--- config.mk ---
export PLATFORM = sky130hd
export DESIGN_NAME = tod_counter_chain
export DESIGN_NICKNAME = d
export VERILOG_FILES = /design/src/rtl/tod_counter_chain.sv
export SDC_FILE = /design/constraint.sdc
export NUM_CORES = 1
export LEC_CHECK = 0
export ABC_CLOCK_PERIOD_IN_PS = 3700
export CORE_UTILIZATION = 50
export CTS_CLUSTER_DIAMETER = 200
export CTS_CLUSTER_SIZE = 12
export DETAILED_ROUTE_END_ITERATION = 10
export GPL_TIMING_DRIVEN = 0
export HOLD_SLACK_MARGIN = 0.03
export PLACE_DENSITY = 0.82
export SLEW_MARGIN = 15
export SYNTH_ARGS = -nofsm -noshare
export SYNTH_HDL_FRONTEND = slang
export SYNTH_SLANG_ARGS = --single-unit
--- constraint.sdc ---
create_clock -name clk -period 3.7 [get_ports clk]
set_clock_uncertainty 0.2 [all_clocks]
set_input_delay 0.555 -clock clk [delete_from_list [all_inputs] [get_ports clk]]
set_output_delay 0.555 -clock clk [all_outputs]
set_load 0.01 [all_outputs]
--- src/rtl/tod_counter_chain.sv ---
// Time-of-day core: sec/min/hour counters with one-cycle ripple carry,
// parallel load, per-field adjust, 12/24h display and alarm compare.
//
// Ports:
//   clk, rst        : clock, synchronous active-high reset
//   tick_en         : 1 Hz strobe, advances seconds (with carry)
//   adj_sel/inc/dec : manual +/-1 on one field, no carry
//   load, load_*    : parallel load, rejected if any field out of range
//   mode_12h        : 12h display select
//   alarm_en/_min/_hour : alarm compare setup
//   sec/min/hour    : registered time
//   hour_disp, pm   : display hour and PM flag (combinational)
//   day_carry       : pulse on full-day rollover
//   alarm_hit       : pulse when a tick lands on alarm time
//   load_err        : pulse when a load is rejected
module tod_counter_chain #(
  parameter  int SEC_MOD  = 60,
  parameter  int MIN_MOD  = 60,
  parameter  int HOUR_MOD = 24,
  localparam int SW = $clog2(SEC_MOD),
  localparam int MW = $clog2(MIN_MOD),
  localparam int HW = $clog2(HOUR_MOD)
) (
  input  logic          clk,
  input  logic          rst,
  input  logic          tick_en,
  input  logic [1:0]    adj_sel,
  input  logic          adj_inc,
  input  logic          adj_dec,
  input  logic          load,
  input  logic [SW-1:0] load_sec,
  input  logic [MW-1:0] load_min,
  input  logic [HW-1:0] load_hour,
  input  logic          mode_12h,
  input  logic          alarm_en,
  input  logic [MW-1:0] alarm_min,
  input  logic [HW-1:0] alarm_hour,
  output logic [SW-1:0] sec,
  output logic [MW-1:0] min,
  output logic [HW-1:0] hour,
  output logic [HW-1:0] hour_disp,
  output logic          pm,
  output logic          day_carry,
  output logic          alarm_hit,
  output logic          load_err
);

  localparam logic [SW-1:0] S_MAX = SW'(SEC_MOD - 1);
  localparam logic [MW-1:0] M_MAX = MW'(MIN_MOD - 1);
  localparam logic [HW-1:0] H_MAX = HW'(HOUR_MOD - 1);

  logic [SW-1:0] s_cur, s_inc, s_dec, s_nxt;
  logic [MW-1:0] m_cur, m_inc, m_dec, m_nxt;
  logic [HW-1:0] h_cur, h_inc, h_dec, h_nxt;
  logic          s_wrap, m_wrap, h_wrap;
  logic          load_ok, adj_go;
  logic          dc_nxt, ah_nxt, le_nxt;
  logic [31:0]   hour_w, disp_w;

  // Out-of-range fields are treated as zero so they self-heal next edge.
  assign s_cur = (sec  > S_MAX) ? '0 : sec;
  assign m_cur = (min  > M_MAX) ? '0 : min;
  assign h_cur = (hour > H_MAX) ? '0 : hour;

  assign s_wrap = (s_cur == S_MAX);
  assign m_wrap = (m_cur == M_MAX);
  assign h_wrap = (h_cur == H_MAX);

  assign s_inc = s_wrap ? '0 : s_cur + SW'(1);
  assign m_inc = m_wrap ? '0 : m_cur + MW'(1);
  assign h_inc = h_wrap ? '0 : h_cur + HW'(1);

  assign s_dec = (s_cur == '0) ? S_MAX : s_cur - SW'(1);
  assign m_dec = (m_cur == '0) ? M_MAX : m_cur - MW'(1);
  assign h_dec = (h_cur == '0) ? H_MAX : h_cur - HW'(1);

  assign load_ok = (load_sec  <= S_MAX) &&
                   (load_min  <= M_MAX) &&
                   (load_hour <= H_MAX);

  assign adj_go = (adj_sel != 2'd3) && (adj_inc ^ adj_dec);

  always_comb begin
    s_nxt  = s_cur;
    m_nxt  = m_cur;
    h_nxt  = h_cur;
    dc_nxt = 1'b0;
    ah_nxt = 1'b0;
    le_nxt = 1'b0;
    if (load) begin
      if (load_ok) begin
        s_nxt = load_sec;
        m_nxt = load_min;
        h_nxt = load_hour;
      end else begin
        le_nxt = 1'b1;
      end
    end else if (tick_en) begin
      s_nxt = s_inc;
      if (s_wrap) begin
        m_nxt = m_inc;
        if (m_wrap) begin
          h_nxt  = h_inc;
          dc_nxt = h_wrap;
        end
      end
      ah_nxt = alarm_en && (s_nxt == '0) &&
               (m_nxt == alarm_min) &&
               (h_nxt == alarm_hour);
    end else if (adj_go) begin
      case (adj_sel)
        2'd0:    s_nxt = adj_inc ? s_inc : s_dec;
        2'd1:    m_nxt = adj_inc ? m_inc : m_dec;
        2'd2:    h_nxt = adj_inc ? h_inc : h_dec;
        default: ;
      endcase
    end
  end

  always_ff @(posedge clk) begin
    if (rst) begin
      sec       <= '0;
      min       <= '0;
      hour      <= '0;
      day_carry <= 1'b0;
      alarm_hit <= 1'b0;
      load_err  <= 1'b0;
    end else begin
      sec       <= s_nxt;
      min       <= m_nxt;
      hour      <= h_nxt;
      day_carry <= dc_nxt;
      alarm_hit <= ah_nxt;
      load_err  <= le_nxt;
    end
  end

  // 12h mapping: 0 -> 12, 13..23 -> 1..11.
  always_comb begin
    hour_w = 32'(hour);
    disp_w = hour_w;
    if (mode_12h) begin
      if (hour_w == 32'd0)
        disp_w = 32'd12;
      else if (hour_w > 32'd12)
        disp_w = hour_w - 32'd12;
    end
  end

  assign hour_disp = HW'(disp_w);
  assign pm        = (hour_w >= 32'd12);

endmodule

==> results.toml, run 1 <==
[outcome]
status = "completed"

[sta]
finalSetupTns_ns = 0
setup_viol = 0
finalMaxSlewViolations = 0
tightest_slew_ns = 1.14
max_slew_margin = 0.240
fmax_mhz = 285
period_minus_slack_ns = 3.51
rsz0062_at_grt = "false"
fin_crit_sh = 0.950
hold_violations = 0

[synthesis]
ys_async_sr_fraction = 0
synthCells = 440
yosysUniqueCellTypes = 63
synth_top_area_frac = 0.139
ys.warnings.count = 0
ys_top_cells_by_area = "dfxtp_1 14%, a21oi_1 7.8%, nand2_1 7.4%"
synth_edf_count = 0
seq_area_frac_synth = 0.139
syn_area_per_cell_um2 = 6.53
netlist_area_um2 = 2880
synth_nets = 490
ys_seq_elements = 20
synthFlopType = "dfxtp_1"
synth_top_cell_by_area = "dfxtp_1"

[finish]
layout.nets = 558
antenna_cells = 0
nFillCells = 526
stdcell_count = 578
mostFrequentLayoutCells = "61 x clkdlybuf4s50_1, 57 x nand2_1, 45 x a21oi_1"
fin_area_um2 = 3650
syn2layout_area_growth_pct = 26.8
drive_above_1_share = 0.0573
layout_commonest_cell = "clkdlybuf4s50_1"

[clock_network]
max-clock-path-buffers = 2
clock-root-buffer = "clkbuf_8"
cts_tree = "done"
insertion_delay_ns = 0.28
clock_sinks = 20
htreeDepth = 1
cts_buffers = 3
clk_pin_slew_ns = 0.09

[placed_design]
dp_cells = 573
dp_hpwl_um = 7610
gp_congestion = 0.948
port_buffers = 61
place_area_um2 = 3580

[floorplan]
rows = 27
dieArea_um2 = 6060
die_x_um = 77.8
ios = 64
start_util = 0.519
fp.coreArea_um2 = 5540
die_y_um = 77.8

[min_path]
hold_end = "day_carry$_SDFF_PP0_"
worstHoldPathType = "register to register"
hp-start = "sec[5]$_SDFF_PP0_"
hold-path-cell-count = 3

[routing]
drtPass1Iterations = 7
vias = 3716
ant_nets = 0
routed_wl_um = 10300
drc = 0
via_per_inst = 6.43
drt_iter0_drc = 391
wire_per_inst_um = 17.8

[power]
peakVddDrop_v = 0.000134
power.density_nw_per_um2 = 248
p_leak_nw = 1.31

[critical_path]
ff2ff_setup_slack_ns = 0.19
critPathMaxFanout = 10
worstPathCellList = "buf_2 -> nand4_1 -> nand2_1 -> inv_1 -> ha_1 -> buf_2 -> nand2b_4 -> nor2_4 -> nand2_1 -> o31ai_1 -> xor2_1 -> a2111oi_1 -> and4_1"
timing.rr.end = "alarm_hit$_SDFF_PP0_"
r2r_start = "sec[5]$_SDFF_PP0_"
cp-end-kind = "register"
crit_path_start_kind = "register"
crit_start = "sec[5]$_SDFF_PP0_"
crit_slowest_cell = "o31ai_1"
rr_worst_depth = 13
worstPathArrival_ns = 3.54
max_stage_delay_ns = 0.46
crit_required_ns = 3.72
worstSetupPathType = "register to register"

[global_routing]
overflow = 0
grt_pass1_wl_um = 16200
antenna_found_initial = 0
grt_max_degree = 11
grt_use_total = 0.334
grt_pass1_vias = 3289

[run]
drv_cap = 0
[worst max-delay path by stage]
stage                                 endpoint  slack, ns
after CTS                 alarm_hit$_SDFF_PP0_       0.03
final                     alarm_hit$_SDFF_PP0_       0.19
after floorplan           alarm_hit$_SDFF_PP0_       0.44
after global routing      alarm_hit$_SDFF_PP0_      0.009
after detailed placement  alarm_hit$_SDFF_PP0_      -0.09
after global placement    alarm_hit$_SDFF_PP0_      -0.13
[power by group]
| part | switching, W | leakage, nW | internal, W | total (W) |
|---|---|---|---|---|
| registers | 0.0000227 | 0.165 | 0.000232 | 0.000255 |
| clock network | 0.0000920 | 0.0216 | 0.0000733 | 0.000165 |
| logic | 0.000272 | 1.13 | 0.000211 | 0.000483 |
| total | 0.000387 | 1.31 | 0.000516 | 0.000903 |
[state kept, by name, indices dropped and copies added (netlist names)]
register	flops
load_err	1
alarm_hit	1
day_carry	1
hour	5
sec	6
min	6
[per-stage QoR]
| stage | utilization | power (W) | hold slack [ns] | setup slack (ns) |
|---|---|---|---|---|
| 2_1_floorplan | - | 0.000555 | 0.512 | 0.442 |
| 3_3_place_gp | 0.645 | 0.000721 | 0.556 | -0.132 |
| 3_5_place_dp | 0.645 | 0.000728 | 0.564 | -0.0879 |
| 4_1_cts | 0.654 | 0.000885 | 0.577 | 0.0348 |
| 5_1_grt | 0.658 | 0.000951 | 0.654 | 0.00916 |
| 6_report | 0.658 | 0.000903 | 0.611 | 0.185 |
[layout make-up]
type | instances | area (um2) | share of cell area
multi-input cells | 369 | 2280 | 0.625
flip-flops and latches | 20 | 400 | 0.110
plain buffers | 36 | 155 | 0.0425
well taps | 72 | 90.1 | 0.0247
inverters | 15 | 56.3 | 0.0154
repair buffers | 63 | 626 | 0.172
clock buffers | 3 | 41.3 | 0.0113
[logic make-up (layout without fill, tap and decap cells)]
kind of cell | count (synthesis) | count (layout) | share of synthesized area
xor gates and xnor gates | 20 | 20 | 0.0609
AOI/OAI and AO/OA | 158 | 158 | 0.345
adders and majority gates | 12 | 12 | 0.0522
and+or+nand+nor | 170 | 170 | 0.297
buffers and inverters | 51 | 117 | 0.0731
muxes | 9 | 9 | 0.0326
DFF | 20 | 20 | 0.139
[layer usage]
layer  part of all wire  GRT usage
met3               0.10     0.0482
met5                  0          0
met4              0.028      0.126
met2               0.45      0.541
met1               0.42      0.445
[synth_stat cells, types with 3 or more instances]
cell type and n:
dfxtp_1 20, nor2b_1 6, o211ai_1 5, a31oi_1 10, clkbuf_1 26, buf_4 3
nor3_1 12, a221oi_1 5, o21ai_0 32, o21a_1 3, o21ai_1 11, a211oi_1 5
ha_1 12, nand3_1 18, xnor2_1 12, a41oi_1 3, nand4_1 5, buf_2 6
a21oi_1 45, or3_1 3, o221ai_1 4, xor2_1 8, a211o_1 4, nor3b_1 5
inv_1 13, mux2_2 3, nand2_1 57, o31ai_1 3, nor4b_1 3, mux2i_1 6
and2_1 5, nor2_1 37, o22ai_1 6, and3_1 3
[critical path: cells and delay by family (launching register included)]
| family | cells | cell delay, ns |
|---|---|---|
| and+or+nand+nor | 6 | 1.35 |
| AOI/OAI and AO/OA | 2 | 0.72 |
| buffers and inverters | 3 | 0.56 |
| DFF | 1 | 0.36 |
| adders and majority gates | 1 | 0.14 |
| xor gates and xnor gates | 1 | 0.12 |
[repair_timing]
action / CTS / global route
buffers inserted: 0 / 2
pin swaps: 0 / 1
cloned: 0 / 0
resized for setup: 1 / 4
hold buffers: 0 / 0
setup endpoints to repair: 1 / 4
Note: power is estimated with default switching activity, not from simulation.
==> inputs of run 2 (changes only) <==
CELL_PAD_IN_SITES_DETAIL_PLACEMENT = 0   (was default)
CELL_PAD_IN_SITES_GLOBAL_PLACEMENT = 1   (was default)
CORE_UTILIZATION = 36   (was 50)
PLACE_DENSITY = 0.85   (was 0.82)
==> run 2 against run 1 <==
Against the previous run:
- critical path depth is the same
- highest routed layer unchanged
- sequential share of layout area is 0.18 points lower
- power increased by 2.8%
- non-clock buffer count rose by 1
- clock-buffer cell count rose by 1
- fmax grew 2.9%
- clock power increased by 14%
- combinational power barely moved
- final cell count rose by 5.5%
- first-iteration DRC count down 10%
- routed wire length increased by 2.0%
- largest cell class unchanged
- global-route usage is 8.8 points lower
- largest power group unchanged
==> results.toml, run 2 (synthesized netlist as in run 1, its figures left out) <==
[sta]
fin_crit_sh = 0.923
finalSetupTns_ns = 0
rsz0062_at_grt = "false"
tightest_slew_ns = 1.04
setup_viol = 0
finalMaxSlewViolations = 0
period_minus_slack_ns = 3.42
hold_violations = 0
max_slew_margin = 0.308
layout_setup_ws_ns = 0.284
fmax_mhz = 293
holdWs_ns = 0.620

[min_path]
worstHoldPathType = "register to register"

[routing]
drc = 0
vias = 3698
drtPass1Iterations = 5
ant_nets = 0
drt_iter0_drc = 350
routed_wl_um = 10500
via_per_inst = 6.06
wire_per_inst_um = 17.2

[clock_network]
cts_tree = "done"
insertion_delay_ns = 0.27
cts_hold_buf = 0
htreeDepth = 1
cts_buffers = 3
clk_pin_slew_ns = 0.09
clock-root-buffer = "clkbuf_8"
max-clock-path-buffers = 2
clock_sinks = 20

[floorplan]
die_y_um = 91.4
die_x_um = 91.4
start_util = 0.372
fp.coreArea_um2 = 7730
dieArea_um2 = 8350
rows = 32
ios = 64

[power]
clkPwrFrac = 0.202
p_leak_nw = 1.33
power.density_nw_per_um2 = 250
sw_frac_of_total = 0.420
p_int_w = 0.000539
peakVddDrop_v = 0.000137
p_switching_w = 0.000389
sequentialPowerShare = 0.275
total_power_w = 0.000928
power.share.combinational = 0.523

[critical_path]
worstPathArrival_ns = 3.44
max_stage_delay_ns = 0.36
path_common_cell = "buf_2"
cp-end-kind = "register"
critPathTopFamily = "simple AND/OR/NAND/NOR gates"
worstPathCellList = "buf_2 -> nand4_1 -> nand2_1 -> inv_1 -> ha_1 -> buf_2 -> nand2b_4 -> nor4_4 -> mux2i_1 -> xor2_1 -> o21ai_0 -> a2111oi_1 -> and4_1"
worstSetupPathType = "register to register"
crit_slowest_cell = "dfxtp_1"
critPathMaxFanout = 10
critPathBufInv = 3
crit_required_ns = 3.72
crit_path_start_kind = "register"

[global_routing]
grt_max_degree = 12
grt_use_total = 0.246
overflow = 0
antenna_found_initial = 0
grt_pass1_wl_um = 16400
grt_pass1_vias = 3312

[finish]
layout.nets = 559
antenna_cells = 0
largestRegisters = "min (6), sec (6), hour (5)"
syn2layout_area_growth_pct = 29.4
utilization = 0.481
layout_commonest_cell = "clkdlybuf4s50_1"
drive_above_1_share = 0.0650
mostFrequentLayoutCells = "61 x clkdlybuf4s50_1, 57 x nand2_1, 45 x a21oi_1"

[outcome]
status = "completed"

[placed_design]
dp_slack_ns = -0.191
port_buffers = 61
dp_hpwl_um = 7810
gp_congestion = 0.950

[run]
drv_cap = 0
run 2: path summary, 6_finish.rpt:
path,slack [ns],depth (start not counted),startpoint,end
worst max-delay path,0.28,13,sec[5]$_SDFF_PP0_,alarm_hit$_SDFF_PP0_
worst min-delay path,0.62,3,sec[5]$_SDFF_PP0_,day_carry$_SDFF_PP0_
worst max register to register,0.28,13,sec[5]$_SDFF_PP0_,alarm_hit$_SDFF_PP0_
worst min register to register,0.62,3,sec[5]$_SDFF_PP0_,day_carry$_SDFF_PP0_
run 2: layout make-up:
| type | instances | area, um2 |
|---|---|---|
| Fill cell | 798 | 4010 |
| Sequential cell | 20 | 402 |
| Buffer | 36 | 155 |
| Timing Repair Buffer | 64 | 633 |
| Tap cell | 102 | 128 |
| Clock buffer | 4 | 55.1 |
| Inverter | 15 | 56.3 |
| Multi-Input combinational cell | 369 | 2290 |
run 2: power groups by stage:
stage | combinational [W] | sequential, W | clock [W]
floorplan | 0.000293 | 0.000262 | 0
global placement | 0.000467 | 0.000260 | 0
detailed placement | 0.000471 | 0.000259 | 0
CTS | 0.000474 | 0.000254 | 0.000192
global route | 0.000531 | 0.000259 | 0.000199
finish | 0.000485 | 0.000255 | 0.000188
run 2: routing by layer:
layer  share of wire  vias to the layer above  track usage  routed length [um]
li1                -                     1759            -                   -
met1            0.45                     1743        0.337                4680
met4           0.017                        0       0.0542                 183
met3           0.073                       20       0.0276                 763
met2            0.46                      176        0.413                4840
met5               0                        -            0                   0
run 2: repair_timing:
item | in CTS | in global routing
resized for setup | 2 | 6
endpoints found under the setup margin | 2 | 3
pin swaps | 0 | 1
buffers inserted | 0 | 3
run 2: worst min-delay path, delay by kind of cell (launching register included):
kind / cells / cell delay [ns]
flip-flops: 1 / 0.36
AND/OR/NAND/NOR: 3 / 0.42
run 2: stage by stage:
stage                     area, um2  instances
final                          3720        610
after detailed placement       3610        603
after floorplan                2880        440
after global routing           3720        610
after global placement         3610        603
after CTS                      3670        607
